### config.mk
export PLATFORM = sky130hd
export DESIGN_NAME = symbol_serializer
export DESIGN_NICKNAME = d
export VERILOG_FILES = /design/src/rtl/symbol_serializer.sv
export SDC_FILE = /design/constraint.sdc
export NUM_CORES = 1
export LEC_CHECK = 0
export BUFFER_PORTS_ARGS = -buffer_cell sky130_fd_sc_hd__buf_4
export CELL_PAD_IN_SITES_DETAIL_PLACEMENT = 1
export CELL_PAD_IN_SITES_GLOBAL_PLACEMENT = 1
export CORE_MARGIN = 4
export CORE_UTILIZATION = 48
export DETAILED_ROUTE_END_ITERATION = 7
export PLACE_DENSITY_LB_ADDON = 0.05
export SKIP_CTS_REPAIR_TIMING = 1
export SLEW_MARGIN = 20
export SYNTH_ARGS = -nofsm -noshare
export SYNTH_HDL_FRONTEND = slang
export SYNTH_SLANG_ARGS = --single-unit
### constraint.sdc
create_clock -name clk -period 2.7 [get_ports clk]
set_input_delay 0.135 -clock clk [delete_from_list [all_inputs] [get_ports clk]]
set_output_delay 0.135 -clock clk [all_outputs]
set_load 0.02 [all_outputs]
### src/rtl/symbol_serializer.sv
// symbol_serializer
//
// Splits DATA_W-bit received words into NSYM = DATA_W/SYM_W symbols of SYM_W
// bits and hands them one per output handshake to the branch-metric unit.
// Each word carries its own symbol order (MSB-first or LSB-first), captured
// when the word is accepted. Two word slots are provided: the active slot is
// being emitted, and the pending slot lets the next word wait so consecutive
// words stream with no bubble. Every output is driven from registers only.
//
// Ports:
//   clk          in   rising-edge clock
//   rst          in   asynchronous reset, active low
//   i_flush      in   synchronous flush, drops both slots
//   i_valid      in   input word valid
//   o_ready      out  input ready (pending slot empty)
//   i_data       in   [DATA_W] input word
//   i_lsb_first  in   order for this word: 0 = MSB symbol first, 1 = LSB first
//   o_valid      out  output symbol valid (active slot full)
//   i_ready      in   downstream ready
//   o_sym        out  [SYM_W] current symbol, 0 when o_valid = 0
//   o_last       out  final symbol of the word, 0 when o_valid = 0
//   o_sym_idx    out  [IDX_W] emission index within the word, 0 when o_valid = 0
//
// Parameter constraints: DATA_W is a multiple of SYM_W, NSYM >= 2,
// 2**IDX_W >= NSYM.

module symbol_serializer #(
    parameter int DATA_W = 16,
    parameter int SYM_W  = 4,
    parameter int IDX_W  = 2
) (
    input  logic              clk,
    input  logic              rst,
    input  logic              i_flush,
    input  logic              i_valid,
    output logic              o_ready,
    input  logic [DATA_W-1:0] i_data,
    input  logic              i_lsb_first,
    output logic              o_valid,
    input  logic              i_ready,
    output logic [SYM_W-1:0]  o_sym,
    output logic              o_last,
    output logic [IDX_W-1:0]  o_sym_idx
);

    localparam int               NSYM     = DATA_W / SYM_W;
    localparam logic [IDX_W-1:0] LAST_IDX = IDX_W'(NSYM - 1);

    // Active slot
    logic              act_full_q, act_full_d;
    logic [DATA_W-1:0] act_word_q, act_word_d;
    logic              act_lsb_q,  act_lsb_d;
    logic [IDX_W-1:0]  idx_q,      idx_d;

    // Pending slot
    logic              pend_full_q, pend_full_d;
    logic [DATA_W-1:0] pend_word_q, pend_word_d;
    logic              pend_lsb_q,  pend_lsb_d;

    logic out_hs;
    logic in_acc;
    logic is_last;
    logic vacate;

    assign is_last = (idx_q == LAST_IDX);
    assign out_hs  = act_full_q & i_ready;
    assign in_acc  = i_valid & ~pend_full_q;
    assign vacate  = out_hs & is_last;

    // Next-state logic for both slots and the symbol index.
    always_comb begin
        // NOTE: every signal gets its hold value first so no path through
        // this block can leave one unassigned and infer a latch.
        act_full_d  = act_full_q;
        act_word_d  = act_word_q;
        act_lsb_d   = act_lsb_q;
        idx_d       = idx_q;
        pend_full_d = pend_full_q;
        pend_word_d = pend_word_q;
        pend_lsb_d  = pend_lsb_q;

        if (i_flush) begin
            // Flush beats any handshake in the same cycle.
            act_full_d  = 1'b0;
            pend_full_d = 1'b0;
            idx_d       = '0;
        end else if (vacate) begin
            // Final symbol leaves: refill from pending first, else from input.
            idx_d = '0;
            if (pend_full_q) begin
                act_word_d  = pend_word_q;
                act_lsb_d   = pend_lsb_q;
                pend_full_d = 1'b0;
            end else if (in_acc) begin
                act_word_d = i_data;
                act_lsb_d  = i_lsb_first;
            end else begin
                act_full_d = 1'b0;
            end
        end else begin
            if (out_hs) begin
                idx_d = idx_q + IDX_W'(1);
            end
            if (in_acc) begin
                if (!act_full_q) begin
                    act_full_d = 1'b1;
                    act_word_d = i_data;
                    act_lsb_d  = i_lsb_first;
                end else begin
                    pend_full_d = 1'b1;
                    pend_word_d = i_data;
                    pend_lsb_d  = i_lsb_first;
                end
            end
        end
    end

    // NOTE: the word registers are reset along with the flags; they are only
    // a few flops, and this keeps o_sym free of X after reset in simulation.
    always_ff @(posedge clk or negedge rst) begin
        if (!rst) begin
            act_full_q  <= 1'b0;
            act_word_q  <= '0;
            act_lsb_q   <= 1'b0;
            idx_q       <= '0;
            pend_full_q <= 1'b0;
            pend_word_q <= '0;
            pend_lsb_q  <= 1'b0;
        end else begin
            // NOTE: non-blocking assignments so every register samples the
            // pre-edge values regardless of statement order.
            act_full_q  <= act_full_d;
            act_word_q  <= act_word_d;
            act_lsb_q   <= act_lsb_d;
            idx_q       <= idx_d;
            pend_full_q <= pend_full_d;
            pend_word_q <= pend_word_d;
            pend_lsb_q  <= pend_lsb_d;
        end
    end

    // Symbol select. The emission index maps to a physical symbol position
    // counted from the LSB end: identity for LSB-first, mirrored for MSB-first.
    logic [IDX_W-1:0] pos;
    logic [SYM_W-1:0] sym_sel;

    always_comb begin
        pos     = act_lsb_q ? idx_q : (LAST_IDX - idx_q);
        sym_sel = '0;
        for (int k = 0; k < NSYM; k++) begin
            if (pos == IDX_W'(k)) begin
                sym_sel = act_word_q[k*SYM_W +: SYM_W];
            end
        end
    end

    assign o_ready   = ~pend_full_q;
    assign o_valid   = act_full_q;
    assign o_sym     = act_full_q ? sym_sel : '0;
    assign o_last    = act_full_q & is_last;
    assign o_sym_idx = act_full_q ? idx_q : '0;

endmodule

==> flow_summary.ini <==
[status]
run_status = completed

[worst_setup_path]
crit_required_ps = 2860
cp.depth = 4
cp_top_family = flip-flops
cp_slowest_cell = dfrtp_1
worstSetupPathType = flop to flop
crit_arrival_ps = 2240
path_max_fanout = 17
r2r_cells = 4
path_buf_inv = 1
worstSetupEndpointType = flop
worst_setup_path_start_kind = flop
slowest_delay_ps = 650
path_cells = nand4_1, buf_12, mux2i_1, a21oi_2

[layout]
final_common_cell = dfrtp_1
nFillCells = 443
layout_common_cells = dfrtp_1 (38), buf_4 (33), mux2i_1 (24)
area_growth_pct = 19.4
num_antenna_cells = 0
nets = 232
layout-drive-gt1-share = 0.386
multi_input_comb_area_um2 = 981
register_area_um2 = 951

[sta]
whs_ps = 69.4
finalSetupViolations = 0
hold_viol = 0
fin_skew_ps = 2.84
min_period_ps = 2080
rsz0062_at_grt = false
fin_tns_setup_ps = 0
post-route-period-util = 0.770
fmax_ghz = 0.481
tightestPinTransition_ps = 619
maxSlewViolCount = 0
relSlewSlack = 0.586

[die]
top_level_ports = 31
die_w_um = 72.8
die_area_um2 = 5300
core_um2 = 4030
initial_core_util = 0.500
die-height_um = 72.8
num_rows = 23

[drt]
drt_iter0_markers = 83
wirelength_um = 4670
vias_per_cell = 5.64
antenna_left = 0
vias = 1466
wl_per_cell_um = 17.9
first_pass_iters = 4
drc = 0

[global_route]
grt_util_all_layers = 0.194
antenna_found_initial = 0
overflow = 0
grt_first_pass_wirelength_um = 7810
grt_max_degree = 39
grt_pass1_vias = 1579

[logic_synthesis]
syn_inst = 179
ys_ff_latch = 38
syn_area_um2 = 2020
synth_top_area_cell = dfrtp_1
synth_top_area_share = 0.472
ys_types = 31
synth_warnings = 0
syn_avg_cell_area_um2 = 11.3
syn-num-nets = 202
ys_seq_area_frac = 0.472
netlist_top_cells_area = dfrtp_1 (47%), mux2i_1 (12%), mux2_2 (12%), a21oi_2 (5.6%), nor2_1 (4.1%)

[placed_design]
place_congestion = 0.840
buffer_ports.inserted = 30
place_hpwl_um = 3330

[clocking]
root_buffer = clkbuf_8
insertion_delay_ps = 290
cts.sinks = 38
htreeDepth = 2
numCtsBuffers = 5
clockBufferDepth = 2
clkTransAtPathRegs_ps = 70
cts_tree = done

[pwr]
power_leakage_nw = 1.12
power.density_nw_per_um2 = 682
ir_drop_uv = 468

[hold_path]
hold_class = input port to flop
holdPathStages = 2

[flow_run]
max_cap_violations = 0
logic make-up after synthesis:
group | count (synthesis) | synth area share
simple gates | 41 | 0.0944
buf+inv | 14 | 0.0416
mux | 45 | 0.237
flops | 38 | 0.472
fa+ha+maj | 1 | 0.00621
xor+xnor | 1 | 0.00435
compound gates | 39 | 0.145
state kept, by name (all words and copies together) (netlist names):
register,count
o_valid,1
idx_q,2
pend_full_q,1
pend_lsb_q,1
pend_word_q,16
act_lsb_q,1
act_word_q,16
per-stage QoR:
step / std cells / cell area (µm²) / total power [W] / setup WS, ps / util
global route: 260 / 2410 / 0.00174 / 483 / 0.597
detailed placement: 251 / 2290 / 0.00118 / 634 / 0.567
floorplan: 179 / 2020 / 0.00104 / 1090 / -
global placement: 251 / 2290 / 0.00114 / 782 / 0.567
finish: 260 / 2410 / 0.00164 / 620 / 0.597
CTS: 259 / 2400 / 0.00165 / 609 / 0.595
routing by layer:
layer | track usage | routed length (µm)
met1 | 0.245 | 2010
met2 | 0.322 | 2340
met3 | 0.0455 | 234
met4 | 0.0717 | 87
met5 | 0 | 0
synth_stat cells:
| cell type | number |
|---|---|
| a21oi_2 | 13 |
| nor3b_1 | 1 |
| o221a_2 | 3 |
| or3_1 | 1 |
| a211oi_1 | 3 |
| and2_1 | 3 |
| or2_1 | 1 |
| buf_4 | 1 |
| xor2_1 | 1 |
| nand2b_1 | 1 |
| buf_2 | 4 |
| nand4_1 | 1 |
| a211oi_4 | 1 |
| a311oi_1 | 1 |
| o31ai_1 | 1 |
| nand2_1 | 5 |
| nand3_1 | 3 |
| clkbuf_1 | 5 |
| buf_6 | 3 |
| nor3_1 | 1 |
| or2_2 | 1 |
| inv_1 | 1 |
| nor2_1 | 22 |
| dfrtp_1 | 38 |
| mux2i_1 | 24 |
| nand4bb_1 | 1 |
| o22ai_1 | 1 |
| a21oi_1 | 12 |
| ha_1 | 1 |
| o21ai_0 | 4 |
| mux2_2 | 21 |
where the power goes:
part | leakage, nW | internal [W] | total (W) | switching [W]
clock network | 0.0514 | 0.000276 | 0.000477 | 0.000201
registers | 0.443 | 0.000699 | 0.000804 | 0.000104
logic | 0.622 | 0.000192 | 0.000359 | 0.000167
total | 1.12 | 0.00117 | 0.00164 | 0.000473
worst register-to-register path: stages (launching register included):
cell	delay (ps)
dfrtp_1	650
nand4_1	620
buf_12	380
mux2i_1	220
a21oi_2	80
path summary, 6_finish.rpt:
path,from,end,slack [ps]
min in group asynchronous,rst,idx_q[0],350
max,o_valid,act_word_q[0],620
min reg2reg,pend_word_q[2],pend_word_q[2],510
max reg2reg,o_valid,act_word_q[0],620
max in group asynchronous,rst,act_word_q[0],2010
min,i_flush,o_valid,70
final cells by class:
cell class              instances  area share
repair buffers                 36       0.124
flip-flops and latches         38       0.395
well taps                      50      0.0260
multi-input cells             127       0.408
clock inverters                 2      0.0156
inverters                       1     0.00156
clock buffers                   6      0.0302
(Power assumes the default switching activity.)
